## src/rtl/instruction_fetch_stage.sv

```systemverilog
// IF stage: owns the PC, drives the instruction memory address and captures
// the fetched word, its PC and PC+4 into the IF/ID register.
module instruction_fetch_stage #(
    parameter logic [31:0] RESET_PC   = 32'h00000000,
    parameter logic [31:0] EXC_VECTOR = 32'h80000004,
    parameter bit          EARLY_JUMP = 1'b1
) (
    input  logic        clk,
    input  logic        reset,
    output logic [31:0] imem_addr,
    input  logic [31:0] imem_instr,
    input  logic        stall,
    input  logic        redirect_valid,
    input  logic [31:0] redirect_target,
    input  logic        exc_req,
    output logic [31:0] pc,
    output logic        if_id_valid,
    output logic [31:0] if_id_instr,
    output logic [31:0] if_id_pc,
    output logic [31:0] if_id_pc_plus4,
    output logic [31:0] fetch_count
);

    logic [31:0] pc_q, pc_d;
    logic        valid_q, valid_d;
    logic [31:0] instr_q, instr_d;
    logic [31:0] ipc_q, ipc_d;
    logic [31:0] p4_q, p4_d;
    logic [31:0] cnt_q, cnt_d;

    logic [31:0] seq, jtarget, redir_pc;
    logic        is_jump;

    always_comb begin
        seq      = pc_q + 32'd4;
        jtarget  = {seq[31:28], imem_instr[25:0], 2'b00};
        redir_pc = redirect_target & ~32'h3;
        is_jump  = EARLY_JUMP &&
                   ((imem_instr[31:26] == 6'h02) || (imem_instr[31:26] == 6'h03));

        pc_d    = pc_q;
        valid_d = valid_q;
        instr_d = instr_q;
        ipc_d   = ipc_q;
        p4_d    = p4_q;
        cnt_d   = cnt_q;

        // Exception beats redirect beats stall; both flushes insert the all-zero nop.
        if (exc_req || redirect_valid) begin
            pc_d    = exc_req ? EXC_VECTOR : redir_pc;
            valid_d = 1'b0;
            instr_d = '0;
            ipc_d   = '0;
            p4_d    = '0;
        end else if (!stall) begin
            pc_d    = is_jump ? jtarget : seq;
            valid_d = 1'b1;
            instr_d = imem_instr;
            ipc_d   = pc_q;
            p4_d    = seq;
            cnt_d   = cnt_q + 32'd1;
        end
    end

    always_ff @(posedge clk or posedge reset) begin
        if (reset) begin
            pc_q    <= RESET_PC;
            valid_q <= 1'b0;
            instr_q <= '0;
            ipc_q   <= '0;
            p4_q    <= '0;
            cnt_q   <= '0;
        end else begin
            pc_q    <= pc_d;
            valid_q <= valid_d;
            instr_q <= instr_d;
            ipc_q   <= ipc_d;
            p4_q    <= p4_d;
            cnt_q   <= cnt_d;
        end
    end

    assign imem_addr      = pc_q;
    assign pc             = pc_q;
    assign if_id_valid    = valid_q;
    assign if_id_instr    = instr_q;
    assign if_id_pc       = ipc_q;
    assign if_id_pc_plus4 = p4_q;
    assign fetch_count    = cnt_q;

endmodule

```

## config.mk

```make
export PLATFORM = sky130hd
export DESIGN_NAME = instruction_fetch_stage
export DESIGN_NICKNAME = d
export VERILOG_FILES = /design/src/rtl/instruction_fetch_stage.sv
export SDC_FILE = /design/constraint.sdc
export NUM_CORES = 1
export LEC_CHECK = 0
export BUFFER_PORTS_ARGS = -buffer_cell sky130_fd_sc_hd__buf_2
export CAP_MARGIN = 20
export CELL_PAD_IN_SITES_DETAIL_PLACEMENT = 0
export CELL_PAD_IN_SITES_GLOBAL_PLACEMENT = 2
export CORE_UTILIZATION = 32
export DETAILED_ROUTE_END_ITERATION = 10
export GPL_ROUTABILITY_DRIVEN = 0
export PLACE_DENSITY = 0.9
export SLEW_MARGIN = 20
export SYNTH_ARGS = -nofsm -noshare
export SYNTH_HDL_FRONTEND = slang
export SYNTH_SLANG_ARGS = --single-unit
export TNS_END_PERCENT = 5
```

## constraint.sdc

```tcl
create_clock -name clk -period 8.7 [get_ports clk]
set_clock_uncertainty 0.05 [all_clocks]
set_input_delay 0.87 -clock clk [delete_from_list [all_inputs] [get_ports clk]]
set_output_delay 0.87 -clock clk [all_outputs]
set_load 0.005 [all_outputs]
```

==> run metrics, run 1 <==
status completed; Reg power frac a little under half; Core ar. between 20000 and 25000 um2; Fin. Hold Viols 0; total global-route track usage about a fifth; port buffer count roughly 250; Synth area leaders dfrtp_1 (51%), mux2i_1 (8.0%), nor2_1 (5.6%), buf_4 (3.8%), xnor2_1 (3.5%); DP HPWL between 15 and 20 mm; FF-to-FF End imem_addr[30]; maximum clock insertion buffer count 2; Int Pwr about 1200 uW; DR WL/cell about 18 um; clock root buffer clkbuf_16; Least-Margin Pin Slew 0.9757 ns; initial antenna violation count 1; commonest non-fill, non-tap cell in the layout buf_2; Initial Util around 33%; Post-DRT Antenna Nets 0; die footprint around 24000 um2; Worst Path Arrival about 3.5 ns; vias in the first global route between 6k and 7k; post-synthesis sequential area ratio 51.10%; most frequent cells in the layout buf_2 (250), dfrtp_1 (155), nor2_1 (113); Multi-input gate area roughly 3300 um2; GRT overflow 0; post-synthesis cell count ~760; number of vias per cell 4.893; kind of critical path in2reg; WL final between 20 and 25 mm; PD cells about 180 nW/um2; pre-CTS WS 5.136 ns; fillcell total approximately 2.3k; Post CTS Setup Buffer Count 0; Die Span X 156.0 um; Ports about 260; sw frac ~28%; Synth area leader dfrtp_1; Yosys reg bits approximately 160; Slew Limit Fails 0; Max Clk Rate between 300 and 400 MHz; synth warn 0; setup_tns 0 ns; relative slew slack 34.95%; Total Power around 1700 uW; Mapped Area 7591 um2; Hold Crit Class in2async; Syn-to-layout area delta 25.27%; CTS H-tree lvls 4; Avg Inst Size Synth around 10 um2; setup ws final around 5.6 ns; crit-path max FO 60; clock share of power ~43%; first drt pass iteration count 5; CTS sink count around 160; Tcrit/Tclk final 36.19%; NetSw between 400 and 500 uW; later-pin clock latency in the skew report roughly 0.42 ns; Max-Cap Viols 0; post-cts sizing count 0; TritonCTS buffer count 17; FF+latch area roughly 3900 um2; global-route wire length before repair around 36 mm; Tmin final roughly 3.1 ns; unrepaired setup endpoints after global routing false; R2R depth 6; FF-to-FF Start imem_addr[2]; startpoint types input port; FF-to-FF setup slack just under 6 ns; Vias about 6.3k; Unique masters post-synth 55; Worst Path Required approximately 9.0 ns; largest net degree at the start of global routing 78; hold-fix buffers at CTS 0; CP Capture Type flip-flop; layout cell share with drive strength beyond 1 32.14%; Final nets 1038; CTS clk-pin slew, worst paths roughly 0.07 ns; Yosys top cell area share a little over 50%; final setup fails 0; leak pwr slightly below 0.005 uW; Site Rows 55; Gate power share between 10% and 20%; drt drc 0; cell area after layout 9509 um2; Die Y about 160 um; Initial DRC Count about 390; CTS tree built; Placement Cell Area between 8000 and 9000 um2; maximum vdd drop between 80 and 90 uV
[power groups by stage]
stage	Clock (uW)	Sequential, uW	Combinational (uW)
after floorplan	0	800	117
after global placement	0	810	192
after detailed placement	0	810	193
after CTS	768	796	194
after global routing	796	803	215
final	750	796	191
[cell usage after synthesis, drive strengths merged]
library cell,number
a211o,1
a211oi,1
a21o,1
a21oi,31
a221o,5
a222oi,3
a22o,4
a22oi,14
a31oi,4
and2,3
and3,7
and4,5
buf,48
clkbuf,32
clkinv,1
conb,1
dfrtp,155
ha,2
inv,15
mux2i,61
nand2,47
nand2b,2
nand3,22
nand3b,2
nand4,19
nor2,116
nor2b,9
nor3,17
nor4,8
o211a,1
o21a,3
o21ai,41
o21ba,4
o22ai,1
o311a,1
o311ai,2
o31ai,2
or2,5
or3,2
or4,4
or4b,2
xnor2,30
xor2,27
[cell type report]
| class | instances | area share, % |
|---|---|---|
| inverters | 16 | 0.6842 |
| diodes | 1 | 0.02632 |
| multi-input cells | 517 | 34.22 |
| flip-flops and latches | 155 | 40.79 |
| clock buffers | 18 | 4.618 |
| well taps | 313 | 4.118 |
| repair buffers | 260 | 13.99 |
| clock inverters | 14 | 1.553 |
[cell families after synthesis]
group	Yosys count	synth area share [%]
AO/OA/AOI/OAI	119	9.906
XOR/XNOR	57	6.577
adder cells (fa/ha/maj)	2	0.3296
buffers and inverters	96	6.774
flip-flops	155	51.10
multiplexers	61	8.044
other	1	0.04940
AND/OR/NAND/NOR	270	17.22
[registers in the layout, summed over array words and instances, names as in the netlist]
register / flops
fetch_count: 32
if_id_pc: 30
imem_addr: 30
if_id_valid: 1
if_id_pc_plus4: 30
if_id_instr: 32
[worst max-delay path: stages]
cell and delay [ns]:
buf_4 0.27, buf_4 0.51, or4b_4 0.66, or2_1 0.26, or4_4 0.53, nor2_2 0.14, xor2_1 0.14
[per-stage QoR]
step / hold slack [ns] / std cells / utilization [%]
finish: 0.3854 / 1294 / 41.37
global placement: 0.4074 / 1261 / 38.77
global route: 0.3963 / 1294 / 41.37
detailed placement: 0.4024 / 1261 / 38.79
CTS: 0.3774 / 1293 / 41.34
floorplan: 0.4147 / 768 / -
[per-layer routing]
layer | vias to the layer above | track usage, % | wire length, um
met3 | 17 | 4.639 | 1301
met1 | 3109 | 27.21 | 11000
met4 | 0 | 4.809 | 257
met5 | - | 0 | 0
li1 | 3001 | - | -
met2 | 205 | 30.93 | 10870
[worst max path at each step]
stage	start	endpoint	cells past startpoint
global route	stall	fetch_count[30]	7
CTS	stall	fetch_count[30]	7
detailed placement	stall	fetch_count[26]	7
floorplan	reset	fetch_count[0]	1
global placement	stall	imem_addr[11]	6
finish	stall	fetch_count[28]	7
Power figures use the tool's default switching activity.
==> run 2, diff against run 1 <==
CORE_UTILIZATION = 30   (was 32)
PLACE_DENSITY = 0.85   (was 0.9)
clock period = 3.25 ns   (was 8.7 ns; I/O delays follow)
==> run metrics, run 2 (synthesis gave the netlist of run 1 again) <==
status completed; Multi-input gate area 3249 um2; most frequent CP cell buf_4; startpoint types flip-flop; worst hold slack about 0.076 ns; NetSw around 1300 uW; CTS H-tree lvls 4; CTS sink count roughly 160; fin cells roughly 1.3k; global-route wire length before repair ~37 mm; Fin. Hold Viols 0; Tcrit/Tclk final between 70% and 80%; Vias 6286; Max Clk Rate approximately 410 MHz; crit path cell chain ha_1 > nand4_1 > buf_4 > nor4_4 > buf_4 > nand2_1 > or4b_1 > o311a_1; port buffer count about 250; Initial Util between 30% and 40%; Core ar. about 25000 um2; WL final ~24 mm; fillcell total between 2k and 3k; Final nets 1046; GRT overflow 0; ANT cells 0; Least-Margin Pin Slew about 0.95 ns; TritonCTS buffer count 17; number of instances in the placed design 1280; largest net degree at the start of global routing approximately 160; FF+latch area approximately 3900 um2; Site Rows between 50 and 60; first drt pass iteration count 5; CTS tree built; unrepaired setup endpoints after global routing false; Die Y about 160 um; Initial DRC Count roughly 300; die footprint around 26000 um2; kind of critical path reg2reg; sw frac 27.33%; clock share of power 44.9%; DP HPWL about 16 mm; maximum vdd drop about 310 uV; cell area after layout between 9000 and 10000 um2; Syn-to-layout area delta 26.73%; PD cells 499.1 nW/um2; routing usage on met2 29.08%; Tmin final around 2.5 ns; Int Pwr 3490 uW; layout cell share with drive strength beyond 1 between 30% and 40%; setup_tns 0 ns; grt met1 use 26.80%; number of vias per cell 4.791; crit-path max FO 8; leak pwr between 0.004 and 0.005 uW; vias in the first global route roughly 6.1k; Worst Path Required between 3 and 4 ns; Total Power approximately 4800 uW; Hold Crit Class in2reg; met3 Use GR under 10%; post-cts sizing count 0; Reg power frac 44.4%; Worst Path Arrival 2.71 ns; Die Span X 161.1 um; initial antenna violation count 0; DR WL/cell around 18 um; later-pin clock latency in the skew report about 0.42 ns; final setup fails 0; Max-Cap Viols 0; relative slew slack a little under two fifths; drt drc 0; Post-DRT Antenna Nets 0; hold-fix buffers at CTS 0; most frequent cells in the layout buf_2 (250), dfrtp_1 (155), nor2_1 (113); crit-path max cell delay 0.52 ns; total global-route track usage 18.71%; Slew Limit Fails 0; Top Usage Layer GRT met2; Post CTS Setup Buffer Count 0; Ports 262; Gate power share between 10% and 20%; clock root buffer clkbuf_16; slowest CP cell dfrtp_1; CTS clk-pin slew, worst paths 0.07 ns; maximum clock insertion buffer count 2; Placement Cell Area ~9000 um2; CP Capture Type flip-flop; commonest non-fill, non-tap cell in the layout buf_2
run 2: cell types whose count changed in the layout (fill, tap and decap cells not counted):
| cell | previous run | this run |
|---|---|---|
| buf_4 | 9 | 17 |
| inv_6 | 7 | 3 |
| bufinv_16 | 1 | 3 |
| clkinvlp_4 | 1 | 3 |
| buf_12 | 0 | 1 |
| buf_6 | 1 | 0 |
| clkinv_2 | 0 | 1 |
| clkinv_4 | 4 | 3 |
| diode_2 | 1 | 0 |
| nor2_2 | 2 | 3 |
| nor2_4 | 1 | 0 |
run 2: power by group through the flow:
stage	Combinational, uW	Sequential [uW]	Clock [uW]
detailed placement	525	2170	0
finish	516	2130	2150
global placement	525	2160	0
CTS	528	2130	2210
floorplan	314	2140	0
global route	576	2150	2290
run 2: metrics by stage:
stage,util (%),setup slack [ns]
finish,39.21,0.7888
global route,39.21,0.6639
CTS,39.21,0.7663
detailed placement,36.67,0.7875
global placement,36.67,0.8118
floorplan,-,0.9161
run 2: cell type report:
cell class	count	share of cell area, %
Clock inverter	14	1.925
Sequential cell	155	40.32
Timing Repair Buffer	268	14.54
Clock buffer	18	4.565
Multi-Input combinational cell	517	33.78
Inverter	16	0.6633
Tap cell	324	4.214
run 2: routing by layer:
layer  wire length, um  vias up
li1                  -     3021
met1             11620     3064
met2             10850      197
met3              1320        4
met4                78        0
met5                 0        -
run 2: path summary, 6_finish.rpt:
kind | slack [ns] | cells after the start | from | end
min reg2reg | 0.42 | 1 | fetch_count[31] | fetch_count[31]
min in group asynchronous | 0.10 | 3 | reset | imem_addr[21]
max | 0.79 | 8 | imem_addr[2] | imem_addr[30]
max reg2reg | 0.79 | 8 | imem_addr[2] | imem_addr[30]
max in group asynchronous | 2.32 | 3 | reset | if_id_instr[8]
min | 0.08 | 3 | redirect_target[2] | imem_addr[2]
run 2: critical path, delay by kind of cell, from the launching register on:
kind            cells  cell delay, ns
simple gates        4            0.96
flops               1            0.52
fa+ha+maj           1            0.27
buf+inv             2            0.40
compound gates      1            0.14
